File: src/rtl/deserializer8_pkg.sv
// deserializer8_pkg: shared state encoding, bit-order constants and default width
package deserializer8_pkg;
    localparam int DEF_WIDTH = 8;

    typedef enum logic [1:0] {
        ST_IDLE    = 2'd0,
        ST_COLLECT = 2'd1,
        ST_HOLD    = 2'd2
    } state_t;

    localparam logic ORDER_MSB = 1'b0;
    localparam logic ORDER_LSB = 1'b1;
endpackage

File: src/rtl/deser_shift_reg.sv
// deser_shift_reg: WIDTH-bit shift register with shift enable and direction select
// Ports: clk, reset_n (async active-low), clear (sync flush to zero), shift_en,
//        dir (ORDER_LSB shifts right, ORDER_MSB shifts left), bit_in,
//        q_next (value q takes at the next edge), q (register contents)
module deser_shift_reg
    import deserializer8_pkg::*;
#(
    parameter int WIDTH = DEF_WIDTH
) (
    input  logic             clk,
    input  logic             reset_n,
    input  logic             clear,
    input  logic             shift_en,
    input  logic             dir,
    input  logic             bit_in,
    output logic [WIDTH-1:0] q_next,
    output logic [WIDTH-1:0] q
);
    // q_next is exported so the top can capture a word on the same edge its last bit arrives
    always_comb q_next = !shift_en ? q :
                         (dir == ORDER_LSB) ? {bit_in, q[WIDTH-1:1]} : {q[WIDTH-2:0], bit_in};

    always_ff @(posedge clk or negedge reset_n) begin
        if (!reset_n) q <= '0;
        else          q <= clear ? '0 : q_next;
    end
endmodule

File: src/rtl/deserializer8.sv
// deserializer8: collects a bit-serial stream into WIDTH-bit words on a valid/ready output
// Ports: clk, reset_n (async active-low), clear (sync flush), lsb_first (order, latched on first bit),
//        bit_valid/bit_in/bit_ready (serial input handshake),
//        d_out/d_valid/d_ready (parallel output handshake),
//        parity_err (only with DESERIALIZER8_PARITY_CHECK_EN: an even-parity bit follows each word)
module deserializer8
    import deserializer8_pkg::*;
#(
    parameter int WIDTH = DEF_WIDTH
) (
    input  logic             clk,
    input  logic             reset_n,
    input  logic             clear,
    input  logic             lsb_first,
    input  logic             bit_valid,
    input  logic             bit_in,
    output logic             bit_ready,
    output logic [WIDTH-1:0] d_out,
    output logic             d_valid,
    input  logic             d_ready
`ifdef DESERIALIZER8_PARITY_CHECK_EN
    ,
    output logic             parity_err
`endif
);
`ifdef DESERIALIZER8_PARITY_CHECK_EN
    localparam int NBITS = WIDTH + 1;
`else
    localparam int NBITS = WIDTH;
`endif
    localparam int CW = $clog2(NBITS + 1);
    localparam logic [CW-1:0] LAST = CW'(NBITS);
    localparam logic [CW-1:0] ONE  = CW'(1);

    state_t           state, state_nx;
    logic [CW-1:0]    cnt, cnt_nx;
    logic             order, accept, first, done, handoff, dir, shift_en;
    logic [WIDTH-1:0] sreg, sreg_nx;

    always_comb begin
        bit_ready = (state != ST_HOLD) || d_ready;
        accept    = bit_valid && bit_ready;
        handoff   = (state == ST_HOLD) && d_ready;
        // a word starts on any accept outside COLLECT, including the no-bubble HOLD handoff
        first     = accept && (state != ST_COLLECT);
        cnt_nx    = first ? ONE : cnt + ONE;
        done      = accept && (cnt_nx == LAST);
        dir       = first ? lsb_first : order;
`ifdef DESERIALIZER8_PARITY_CHECK_EN
        shift_en  = accept && !done;
`else
        shift_en  = accept;
`endif
        state_nx  = clear ? ST_IDLE :
                    done ? ST_HOLD :
                    handoff ? (accept ? ST_COLLECT : ST_IDLE) :
                    (state == ST_IDLE && accept) ? ST_COLLECT : state;
    end

    assign d_valid = (state == ST_HOLD);

    always_ff @(posedge clk or negedge reset_n) begin
        if (!reset_n) state <= ST_IDLE;
        else          state <= state_nx;
    end

    always_ff @(posedge clk or negedge reset_n) begin
        if (!reset_n) begin
            cnt   <= '0;
            order <= ORDER_MSB;
            d_out <= '0;
        end else begin
            cnt <= clear ? '0 : accept ? cnt_nx : handoff ? '0 : cnt;
            if (!clear && first) order <= lsb_first;
            if (!clear && done)  d_out <= sreg_nx;
        end
    end

`ifdef DESERIALIZER8_PARITY_CHECK_EN
    // the parity bit is never shifted in, so sreg already holds the full data word
    always_ff @(posedge clk or negedge reset_n) begin
        if (!reset_n) parity_err <= 1'b0;
        else          parity_err <= clear ? 1'b0 : done ? (^sreg ^ bit_in) : handoff ? 1'b0 : parity_err;
    end
`endif

    deser_shift_reg #(.WIDTH(WIDTH)) u_shift (
        .clk      (clk),
        .reset_n  (reset_n),
        .clear    (clear),
        .shift_en (shift_en),
        .dir      (dir),
        .bit_in   (bit_in),
        .q_next   (sreg_nx),
        .q        (sreg)
    );
endmodule

File: config.mk
export PLATFORM = sky130hd
export DESIGN_NAME = deserializer8
export DESIGN_NICKNAME = d
export VERILOG_FILES = /design/src/rtl/deserializer8_pkg.sv /design/src/rtl/deser_shift_reg.sv /design/src/rtl/deserializer8.sv
export SDC_FILE = /design/constraint.sdc
export NUM_CORES = 1
export LEC_CHECK = 0
export CORE_AREA = 2 2 54 56
export CTS_CLUSTER_SIZE = 12
export DETAILED_ROUTE_END_ITERATION = 12
export DIE_AREA = 0 0 56 58
export PLACE_DENSITY = 0.81
export SLEW_MARGIN = 20
export SYNTH_ARGS = -nofsm -noshare
export SYNTH_HDL_FRONTEND = slang
export SYNTH_SLANG_ARGS = --single-unit
File: constraint.sdc
create_clock -name clk -period 2.3 [get_ports clk]
set_clock_uncertainty 0.2 [all_clocks]
set_input_delay 0.46 -clock clk [delete_from_list [all_inputs] [get_ports clk]]
set_output_delay 0.46 -clock clk [all_outputs]
set_load 0.005 [all_outputs]
### Word level (Yosys, flattened, before mapping)

Cells that the tools add are included.
Widths: inputs -> output; s select.

| cells by class | value |
|---|---|
| add/sub/neg operators | 1 |
| multiply operators | 0 |
| div/mod/pow operators | 0 |
| order comparisons | 0 |
| equality and inequality tests | 4 |
| shift operators | 0 |
| muxes and demuxes | 13 |
| bitwise logic cells | 0 |
| reduce and logical (&&, ||, !) cells | 12 |

Operator list:

| cell | count |
|---|---|
| $mux 8 | 3 |
| $mux 4 | 4 |
| $mux 2 | 4 |
| $logic_and 1x1->1 | 7 |
| $add 4x1->4 const B | 1 |
| $eq 4x4->1 const B | 1 |
| $reduce_bool 4->1 | 1 |
| $reduce_bool 3->1 | 1 |
| $eq 2x2->1 const B | 1 |
| $logic_not 2->1 | 1 |
| $mux 1 | 2 |
| $ne 2x1->1 const B | 1 |
| $ne 2x2->1 const B | 1 |
| $logic_not 1->1 | 1 |
| $logic_or 1x1->1 | 1 |

| storage, ports and cells | value |
|---|---|
| register bits after elaboration | 23 |
| bits in latches | 0 |
| bits in writable memories | 0 |
| bits in read-only memories | 0 |
| input port bits | 7 |
| logic and storage cells | 35 |
| memories | 0 |

### Depth between registers and ports, before layout

| depth | value |
|---|---|
| depth in word-level cells | 9 |
| depth in mapped cells | 6 |
| mapped depth without buffers | 5 |

### Cells and area by module

From an unflattened synthesis, not the netlist that was laid out.

| unflattened totals | value |
|---|---|
| cell total of the unflattened synthesis | 107 |
| area total of the unflattened synthesis | 1257.5 µm² |

Modules (own cells, without submodules):

| module | times used | cells an instance | area an instance (µm²) | sequential area each (µm²) |
|---|---|---|---|---|
| deserializer8 | 1 | 63 | 795.8 | 375.4 |
| deser_shift_reg | 1 | 44 | 461.7 | 200.2 |

### Least setup slack after synthesis

Ideal clock, no wire load.

| path | value |
|---|---|
| path type | flip-flop to flip-flop |
| start | register cnt[0] |
| end | register d_out[0] |
| setup time | 132 ps |
| data arrival time | 1541 ps |
| setup slack | 427 ps |
| stages on the path, launching flop included | 7 |
| clock period less this slack | 1873 ps |
| cell sequence | dfrtp_1 ha_1 nor4b_1 o2bb2ai_1 and2_1 clkbuf_1 a31oi_1 |

| between the ends | value |
|---|---|
| word-level cells in the longest chain between the ends | 5 |

Ends and longest elaborated chain:

| what | RTL line | text |
|---|---|---|
| start: declaration | deserializer8.sv:36 | `logic [CW-1:0] cnt, cnt_nx;` |
| start signal: assignment | deserializer8.sv:73 | `cnt <= clear ? '0 : accept ? cnt_nx : handoff ? '0 : cnt;` |
| $add 4x1->4 | deserializer8.sv:46 | `cnt_nx = first ? ONE : cnt + ONE;` |
| $mux 4 | deserializer8.sv:46 |  |
| $eq 4x4->1 | deserializer8.sv:47 | `done = accept && (cnt_nx == LAST);` |
| $logic_and 1x1->1 | deserializer8.sv:47 |  |
| $logic_and 1x1->1 | deserializer8.sv:75 | `if (!clear && done) d_out <= sreg_nx;` |
| end signal: assignment | deserializer8.sv:75 |  |
| end: declaration | deserializer8.sv:18 | `output logic [WIDTH-1:0] d_out,` |

Every way passes these cells.
A chain may end at the register's enable or synchronous reset.

### Worst setup path in the final report

| path | value |
|---|---|
| start | register state[1] |
| end | output port d_valid |

| between the ends | value |
|---|---|
| word-level cells in the longest chain between the ends | 1 |

Ends and longest elaborated chain:

| what | RTL line | text |
|---|---|---|
| start: declaration | deserializer8.sv:35 | `state_t state, state_nx;` |
| start signal: assignment | deserializer8.sv:64 | `else state <= state_nx;` |
| $eq 2x2->1 | deserializer8.sv:60 | `assign d_valid = (state == ST_HOLD);` |
| end: declaration | deserializer8.sv:19 | `output logic d_valid,` |

Every way passes these cells.

==> summary.md <==
| Metric | Value |
|---|---|
| DIE HEIGHT | `58 um` |
| Clock power share | `24.7%` |
| WP buf/inv | `1` |
| DR iter-0 viols | `59` |
| FMAX | `463.4 MHz` |
| Mux contribution to synthesized area | `1.795%` |
| Worst min-delay path category | `in -> async` |
| Worst VDD drop | `0.0003219 V` |
| Worst-path cell chain | `nor2b_1 -> clkdlybuf4s50_1` |
| Critical Path Start Type | `flop` |
| Post-synth top flop | `dfrtp_1` |
| Io pins | `17` |
| Post-CTS Hold Buffers | `0` |
| Combinational share of power | `21.0%` |
| Power share of the sequential group | `54.3%` |
| Largest family of logic cells by synthesized area | `compound AO/OA/AOI/OAI gates` |
| Int Power | `0.5485 mW` |
| Delay-heaviest family, CP | `buffers and inverters` |
| Antenna diode count | `0` |
| Detailed-route DRC error count | `0` |
| Simple-gate portion of the synthesized area | `14.36%` |
| CP required | `1.64 ns` |
| Max Cap Violations | `0` |
| Setup-failing EPs final | `0` |
| Outcome | `complete, no violations` |
| Nets | `177` |
| Kind of critical path | `reg -> out` |
| Dpl hpwl | `2292 um` |
| WL final | `3157 um` |
| Total CTS buffers | `3` |
| Final ANT Viol Nets | `0` |
| Multi-input gate area | `740.7 um^2` |
| Routed vias | `1262` |
| Leak Pwr | `0.6473 nW` |
| Vias per cell | `6.342` |
| CP Launch Point | `state[1]` |
| Total gr overflow | `0` |
| Setup TNS | `0 ns` |
| Initial Util | `52.35%` |
| Die area | `3248 um^2` |
| Post-synthesis compound-gate area fraction | `34.20%` |
| Worst R2R End | `d_out[2]` |
| CP Capture Type | `output port` |
| Synth cell types | `37` |
| Xor and xnor area share after synthesis | `1.885%` |
| DR pass1 iterations | `4` |
| Clock transition at path regs | `0.13 ns` |
| RSZ-0062 raised after global routing | `no` |
| Die W | `56 um` |
| Initial antenna violation count | `0` |
| Clk root buf | `clkbuf_4` |
| Worst-case reg-to-reg path depth | `5` |
| Clock latency on the worst-skew pair | `0.32 ns` |
| Ys async rst share | `100.0%` |
| Final Power | `0.7846 mW` |
| GPL Wtd Cong | `0.8030` |
| WP depth | `2` |
| Area Growth Syn to Fin | `21.81%` |
| Area after DPL | `1660 um^2` |
| Final Slew Violations | `0` |
| Row cnt | `19` |
| Clock Tree Buf Depth | `2` |
| Tmin final | `2.158 ns` |
| All-Layer GR Usage | `21.62%` |
| Worst reg2reg setup slack | `0.19 ns` |
| Count of input and output buffers | `16` |
| Final Cell Area | `1698 um^2` |
| Sequential Area | `575.6 um^2` |
| Post-synthesis sequential area ratio | `41.29%` |
| Synth Area in Adders | `0.8977%` |
| Reg-to-reg startpoint | `cnt[0]` |
| CP peak stage delay | `0.52 ns` |
| Layout cell share with drive strength beyond 1 | `16.07%` |
| Fin crit share | `93.81%` |
| Post-synthesis area per instance | `9.747 um^2` |
| Relative slew slack | `74.14%` |
| Net load switching power | `0.2361 mW` |
| Largest net degree at the start of global routing | `30` |
| Max FO, Critical Path | `7` |
| CTS H-tree lvls | `1` |
| Worst-Margin Slew | `0.3825 ns` |
| EDFF count, synth | `0` |
| Mapped cell area | `1394 um^2` |
| Crit path to | `d_valid` |
| Synthesized flop and latch total | `23` |
| Post-Synthesis Cells | `143` |
| Power per Cell Area | `462.1 nW/um^2` |
| Vias in the first global route | `1246` |
| Filler cells | `222` |
| TritonCTS clock tree | `built` |
| Core area | `2663 um^2` |
| Sw frac | `30.09%` |
| Slowest CP cell | `clkdlybuf4s50_1` |
| Yosys warns | `0` |
| Global-route wire length before repair | `5582 um` |
| Final hold vios | `0` |
| CP Data Arrival Time | `1.50 ns` |
| Post-Syn Nets | `151` |
| Avg WL per Cell | `15.86 um` |
| CTS sink count | `23` |
state kept, by name (all words and copies together), names as in the netlist:
register	count
state	2
order	1
cnt	4
u_shift.q	8
d_out	8
how the worst min path moves through the flow:
| stage | start | end | slack, ns |
|---|---|---|---|
| final | reset_n | cnt[0] | 0.27 |
| after global routing | reset_n | d_out[2] | 0.30 |
| after CTS | reset_n | cnt[0] | 0.29 |
| after detailed placement | u_shift.q[7] | u_shift.q[7] | 0.34 |
| after global placement | u_shift.q[7] | u_shift.q[7] | 0.33 |
| after floorplan | reset_n | cnt[0] | -0.04 |
synthesized netlist by cell type, drive strengths merged (2+ instances only):
library cell | n | share of area, %
dfrtp | 23 | 41
a21oi | 11 | 3.9
nor2b | 5 | 2.2
inv | 2 | 0.54
o2111ai | 8 | 5.0
nand2b | 2 | 0.90
buf | 9 | 4.5
clkbuf | 2 | 0.54
nor3 | 2 | 0.72
nand2 | 19 | 5.1
and2 | 2 | 0.90
nor2 | 3 | 0.81
o21ai | 2 | 0.99
a31oi | 8 | 3.6
o211ai | 24 | 13
a22o | 3 | 1.9
xnor2 | 2 | 1.3
routing by layer:
metal / track usage [%] / routed length (um)
met1: 28.00 / 1472
met2: 35.97 / 1522
met3: 2.902 / 103
met4: 10.54 / 60
met5: 0 / 0
placed cells by master, fill, tap and decap left out, types with 2 or more instances in the layout:
cell / instances
nor2b_1: 5
nor3_1: 2
nor2_1: 3
o2111ai_1: 8
buf_4: 14
clkdlybuf4s50_1: 15
xnor2_1: 2
a31oi_1: 8
and2_1: 2
o211ai_1: 24
a22o_1: 3
nand2b_1: 2
buf_12: 2
nand2_1: 19
a21oi_1: 11
clkbuf_4: 3
dfrtp_1: 23
power by group through the flow:
stage | Combinational (mW) | Clock (mW) | Sequential, mW
final | 0.165 | 0.194 | 0.426
after detailed placement | 0.164 | 0 | 0.433
after global routing | 0.177 | 0.217 | 0.428
after CTS | 0.165 | 0.202 | 0.426
after floorplan | 0.100 | 0 | 0.430
after global placement | 0.160 | 0 | 0.432
logic make-up (layout without fill, tap and decap cells):
family	count (synthesis)	count (layout)
AO/OA/AOI/OAI	62	62
AND/OR/NAND/NOR	39	39
multiplexers	2	2
adder cells (fa/ha/maj)	1	1
flip-flops	23	23
XOR/XNOR	3	3
buffers and inverters	13	38
final cells by class:
type	instances	area share [%]
clock buffer	3	1.326
clock inverter	1	0.2948
inverter	2	0.4422
multi-input combinational	107	43.63
sequential	23	33.90
tap	31	2.284
timing repair buffer	32	18.13
worst register-to-register path, cell delays in order (launching register included):
cell and delay [ns]:
dfrtp_1 0.46, ha_1 0.35, nor4b_1 0.36, o2bb2ai_1 0.19, and2_1 0.30, a31oi_1 0.13
stage by stage:
stage	utilization, %	worst slack, ns	hold slack (ns)	cells
finish	63.77	0.1423	0.2741	199
global route	63.77	0.06262	0.2987	199
CTS	63.39	0.003491	0.2859	198
detailed placement	62.36	0.007498	0.3404	194
global placement	62.36	0.04805	0.3259	194
floorplan	-	0.4266	-0.03559	143
repair_timing:
item,in CTS,in global routing
buffers inserted,0,1
setup endpoints to repair,0,1
resized for setup,0,1
Power figures use the tool's default switching activity.
